===== src/rtl/lcd_serial_tx.sv =====
// Avalon-MM slave that serialises one byte (MSB first) plus an RS flag onto the LCD serial pins.
// Optional transfer-done interrupt is built when LCD_SERIAL_IRQ_EN is defined.
module lcd_serial_tx #(
    parameter int DIV_W       = 8,
    parameter int DIV_DEFAULT = 4
) (
    input  logic        clk,
    input  logic        reset_n,
    input  logic [1:0]  address,
    input  logic        chipselect,
    input  logic        write_n,
    input  logic        read_n,
    input  logic [15:0] writedata,
    output logic [15:0] readdata,
    output logic        lcd_cs_n,
    output logic        lcd_sck,
    output logic        lcd_sda,
    output logic        lcd_rs
`ifdef LCD_SERIAL_IRQ_EN
    , output logic      irq
`endif
);
    typedef enum logic [2:0] {S_IDLE, S_SETUP, S_HI, S_LO, S_HOLD} state_t;

    state_t           state_q, state_d;
    logic [DIV_W-1:0] cnt_q, cnt_d;
    logic [DIV_W-1:0] divl_q, divl_d;
    logic [DIV_W-1:0] div_q, div_d;
    logic [2:0]       bit_q, bit_d;
    logic [7:0]       shift_q, shift_d;
    logic             rs_q, rs_d;
    logic             done_q, done_d;
    logic             ovr_q, ovr_d;
    logic             wr, rd, busy, tick, accept, hold_exit;
    logic             unused_wdata;

    assign wr           = chipselect & ~write_n;
    assign rd           = chipselect & ~read_n;
    assign busy         = (state_q != S_IDLE);
    assign tick         = (cnt_q == divl_q);
    assign accept       = wr && (address == 2'd0) && !busy;
    assign unused_wdata = ^writedata;

    always_comb begin
        state_d   = state_q;
        cnt_d     = cnt_q;
        divl_d    = divl_q;
        div_d     = div_q;
        bit_d     = bit_q;
        shift_d   = shift_q;
        rs_d      = rs_q;
        done_d    = done_q;
        ovr_d     = ovr_q;
        hold_exit = 1'b0;

        // Phase counter runs 0..latched divider, so H = DIV+1 even at the maximum value
        if (busy) begin
            cnt_d = tick ? '0 : cnt_q + DIV_W'(1);
        end

        case (state_q)
            S_IDLE: begin
                if (accept) begin
                    state_d = S_SETUP;
                    shift_d = writedata[7:0];
                    rs_d    = writedata[8];
                    divl_d  = div_q;
                    cnt_d   = '0;
                    bit_d   = 3'd7;
                end
            end
            S_SETUP: if (tick) state_d = S_HI;
            S_HI: begin
                if (tick) begin
                    if (bit_q == 3'd0) begin
                        state_d = S_HOLD;
                    end else begin
                        state_d = S_LO;
                        bit_d   = bit_q - 3'd1;
                        shift_d = {shift_q[6:0], 1'b0};
                    end
                end
            end
            S_LO: if (tick) state_d = S_HI;
            S_HOLD: begin
                if (tick) begin
                    state_d   = S_IDLE;
                    hold_exit = 1'b1;
                end
            end
            default: state_d = S_IDLE;
        endcase

        if (wr && (address == 2'd2)) div_d = writedata[DIV_W-1:0];

        // Priority: W1C clear, then frame-end set, then accept clear
        if (wr && (address == 2'd1) && writedata[1]) done_d = 1'b0;
        if (hold_exit) done_d = 1'b1;
        if (accept)    done_d = 1'b0;

        if (wr && (address == 2'd1) && writedata[2]) ovr_d = 1'b0;
        if (wr && (address == 2'd0) && busy)         ovr_d = 1'b1;
    end

    always_ff @(posedge clk or negedge reset_n) begin
        if (!reset_n) begin
            state_q <= S_IDLE;
            cnt_q   <= '0;
            divl_q  <= '0;
            div_q   <= DIV_W'(DIV_DEFAULT);
            bit_q   <= 3'd7;
            shift_q <= 8'd0;
            rs_q    <= 1'b0;
            done_q  <= 1'b0;
            ovr_q   <= 1'b0;
        end else begin
            state_q <= state_d;
            cnt_q   <= cnt_d;
            divl_q  <= divl_d;
            div_q   <= div_d;
            bit_q   <= bit_d;
            shift_q <= shift_d;
            rs_q    <= rs_d;
            done_q  <= done_d;
            ovr_q   <= ovr_d;
        end
    end

`ifdef LCD_SERIAL_IRQ_EN
    logic irq_en_q, irq_en_d;
    logic irq_q, irq_d;

    always_comb begin
        irq_en_d = irq_en_q;
        if (wr && (address == 2'd3)) irq_en_d = writedata[0];
        irq_d = done_q & irq_en_q;
    end

    always_ff @(posedge clk or negedge reset_n) begin
        if (!reset_n) begin
            irq_en_q <= 1'b0;
            irq_q    <= 1'b0;
        end else begin
            irq_en_q <= irq_en_d;
            irq_q    <= irq_d;
        end
    end

    assign irq = irq_q;
`endif

    always_comb begin
        readdata = 16'd0;
        if (rd) begin
            case (address)
                2'd1: readdata = {13'd0, ovr_q, done_q, busy};
                2'd2: readdata = 16'(div_q);
`ifdef LCD_SERIAL_IRQ_EN
                2'd3: readdata = {15'd0, irq_en_q};
`endif
                default: readdata = 16'd0;
            endcase
        end
    end

    // Data line is parked low between frames; RS keeps its last frame value
    assign lcd_cs_n = ~busy;
    assign lcd_sck  = (state_q == S_HI);
    assign lcd_sda  = busy & shift_q[7];
    assign lcd_rs   = rs_q;
endmodule


===== config.mk =====
export PLATFORM = sky130hd
export DESIGN_NAME = lcd_serial_tx
export DESIGN_NICKNAME = d
export VERILOG_FILES = /design/src/rtl/lcd_serial_tx.sv
export SDC_FILE = /design/constraint.sdc
export NUM_CORES = 1
export LEC_CHECK = 0
export ABC_CLOCK_PERIOD_IN_PS = 2200
export CORE_MARGIN = 5
export CORE_UTILIZATION = 39
export CTS_CLUSTER_SIZE = 24
export DETAILED_ROUTE_END_ITERATION = 7
export DONT_BUFFER_PORTS = 1
export GPL_TIMING_DRIVEN = 0
export SYNTH_ARGS = -nofsm -noshare
export SYNTH_HDL_FRONTEND = slang
export SYNTH_SLANG_ARGS = --single-unit

===== constraint.sdc =====
create_clock -name clk -period 2.2 [get_ports clk]
set_input_delay 0.44 -clock clk [delete_from_list [all_inputs] [get_ports clk]]
set_output_delay 0.44 -clock clk [all_outputs]
set_load 0.1 [all_outputs]

==> impl_metrics.json <==
{
  "num_antenna_cells": 0,
  "avgViaCountPerCell": 5.09,
  "use_met2_pct": 21.3,
  "clkSinkCount": 41,
  "min_path_type": "primary input to register",
  "htreeDepth": 2,
  "cp_data_arrival_time_ns": 1.87,
  "status": "complete, but fails checks",
  "clock_latency_ns": 0.29,
  "io_buffer_count": 0,
  "clkTransAtPathRegs_ns": 0.08,
  "wl_per_cell_um": 15.7,
  "grt_pass1_vias": 1527,
  "worst_setup_path_end_kind": "output port",
  "grt_first_pass_wirelength_um": 7980,
  "placed_area_sq_um": 2320,
  "rr_startpoint": "state_q[0]",
  "gr-total-overflow": 0,
  "async_flop_share_pct": 100,
  "dp_hpwl_um": 3400,
  "grt_usage_pct": 13.9,
  "drive_above_1_share_pct": 24.7,
  "cts_tree": "yes",
  "startpoint": "address[0]",
  "cts_inserted_buffers": 5,
  "clockBufferDepth": 2,
  "leakagePower_uw": 0.00109,
  "root_buffer": "clkbuf_8",
  "worstSetupStartpointType": "primary input",
  "drc": 0,
  "hp-start": "writedata[1]",
  "yosysUniqueCellTypes": 47,
  "io_pins": 43,
  "r2r_cells": 5,
  "rsz0062_at_grt": "true",
  "drv_slew": 0,
  "fp.dieH_um": 85.0,
  "ir_worst_vdd_uv": 738,
  "ys.flop_type": "dfrtp_1",
  "final_area_sq_um": 2490,
  "syn_inst": 206,
  "antenna_left": 0,
  "synth.area.mux_share_pct": 9.18,
  "powerDensity_nw_per_um2": 1220,
  "ys_ff_latch": 41,
  "nets": 251,
  "final_cells": 295,
  "setup_ws_ns": -0.106,
  "synth-simple-area-share_pct": 17.7,
  "core.rowCount": 27,
  "post-route-min-period_ns": 2.31,
  "synth_top_family_by_area": "simple AND/OR/NAND/NOR gates",
  "ys.warnings.count": 0,
  "fin_skew_ns": 0.00787,
  "r2r_slack_ns": 0.14,
  "hold_path_end": "div_q[1]",
  "place.gp.congestion": 0.763,
  "dieArea_sq_um": 7230,
  "yosysSeqAreaShare_pct": 47.0,
  "fmax_mhz": 434,
  "synth_compound_area_share_pct": 12.5,
  "setup-violations-final": 2,
  "crit_required_ns": 1.76,
  "synth_adder_area_share_pct": 3.42,
  "area_delta_synth_final_pct": 13.5,
  "violations": "negative setup slack",
  "top_usage_layer": "met2",
  "critical_path_class": "primary input to output port",
  "worstMarginPinSlew_ns": 1.09,
  "synth_area_per_cell_sq_um": 10.7,
  "place_inst": 285,
  "vias": 1502,
  "synth_area_sq_um": 2190,
  "synth_edf_count": 0,
  "dieWidth_um": 85.0,
  "start_util_pct": 40.1,
  "relSlewSlack_pct": 27.5,
  "maxCapViolations": 0,
  "whs_ns": 0.291,
  "antenna_found_initial": 0,
  "firstDrtPassIters": 4,
  "fin_util_pct": 45.5,
  "drt_iter0_markers": 45,
  "coreArea_sq_um": 5470,
  "p_total_uw": 3040,
  "grt_util_met3_pct": 4.76,
  "r2r-end": "cnt_q[5]",
  "finalCritPeriodShare_pct": 105,
  "wirelength_um": 4640,
  "grt_max_degree": 42,
  "hold_violations": 0,
  "synth-xor-area-share_pct": 3.99,
  "critical_path.max_fanout": 3,
  "hold_path_depth": 1,
  "met1_usage_pct": 18.8
}
## layer usage
layer,part of all wire [%],vias to the layer above,wire [um]
met5,0,-,0
met4,1.2,0,55
met3,6.5,5,302
met2,45,27,2110
met1,47,727,2180
li1,-,743,-
## critical path: stages
cell	delay [ns]
inv_1	0.03
ha_1	0.28
nand3b_1	0.20
nor2_2	0.90
## final cells by class
| type | instances | area, sq um |
|---|---|---|
| tap | 72 | 90.1 |
| buffer | 13 | 110 |
| timing repair buffer | 2 | 30.0 |
| clock buffer | 7 | 86.3 |
| inverter | 7 | 31.3 |
| clock inverter | 1 | 30.0 |
| fill | 531 | 2980 |
| sequential | 41 | 1030 |
| multi-input combinational | 152 | 1080 |
## Yosys cell counts (all sizes together), types with 4 or more instances
master,n,area share (%)
nand2,16,2.7
mux2,17,8.7
dfrtp,37,42
xnor2,10,4.0
a21oi,10,2.3
ha,6,3.4
buf,13,4.8
o22a,8,3.2
inv,6,1.0
dfstp,4,4.8
and2,8,2.3
a22oi,4,1.4
o21ai,6,1.4
nor2,23,4.8
## sequential cells by signal (all words and copies together), names as in the netlist
| register | count |
|---|---|
| state_q | 3 |
| div_q | 8 |
| divl_q | 8 |
| shift_q | 8 |
| done_q | 1 |
| cnt_q | 8 |
| bit_q | 3 |
| ovr_q | 1 |
| lcd_rs | 1 |
## cell families after synthesis
kind of cell,Yosys count
AOI/OAI and AO/OA,39
xor gates and xnor gates,10
adders and majority gates,6
buffers and inverters,20
DFF,41
muxes,18
other,1
and+or+nand+nor,71
## where the power goes
group | internal [uW] | switching, uW
combinational | 436 | 711
clock | 370 | 256
sequential | 1010 | 255
## layout by cell type, fill, tap and decap left out, types with 2 or more instances in the layout
master,synthesis,routed
a21oi_1,10,10
a22oi_1,4,3
a32o_1,2,2
and2_1,8,2
and2_2,0,6
buf_4,9,8
buf_6,3,4
clkbuf_8,0,6
conb_1,1,8
dfrtp_1,37,37
dfstp_2,4,4
ha_1,6,6
inv_1,6,5
mux2_1,7,7
mux2_2,10,10
nand2_1,16,16
nand2b_1,3,3
nand3_1,3,3
nand3b_1,2,2
nand4_2,2,2
nor2_1,21,18
nor2_2,1,3
nor2b_1,2,2
nor3_1,2,2
o211ai_1,2,2
o21ai_0,5,5
o22a_1,7,7
or4_1,3,3
xnor2_1,10,10
## timing repair
| item | in CTS | in global routing |
|---|---|---|
| pin swaps | 0 | 0 |
| resized for setup | 9 | 2 |
| gates cloned | 0 | 0 |
| setup buffers | 0 | 0 |
| endpoints found under the hold margin | 41 | 0 |
| hold buffers | 2 | 0 |
| endpoints found under the setup margin | 18 | 3 |
## through the flow
stage	worst slack, ns	setup TNS (ns)
after detailed placement	-0.112	-0.835
after global placement	-0.493	-2.04
final	-0.106	-0.201
after global routing	-0.171	-0.342
after CTS	-0.110	-0.215
after floorplan	-0.360	-1.08
## worst max-delay path by stage
stage / end / slack [ns] / depth (start not counted)
finish: readdata[1] / -0.11 / 4
detailed placement: readdata[3] / -0.11 / 4
global placement: readdata[0] / -0.49 / 4
global route: readdata[1] / -0.17 / 4
floorplan: readdata[0] / -0.36 / 4
CTS: readdata[1] / -0.11 / 4
Power figures use the tool's default switching activity.
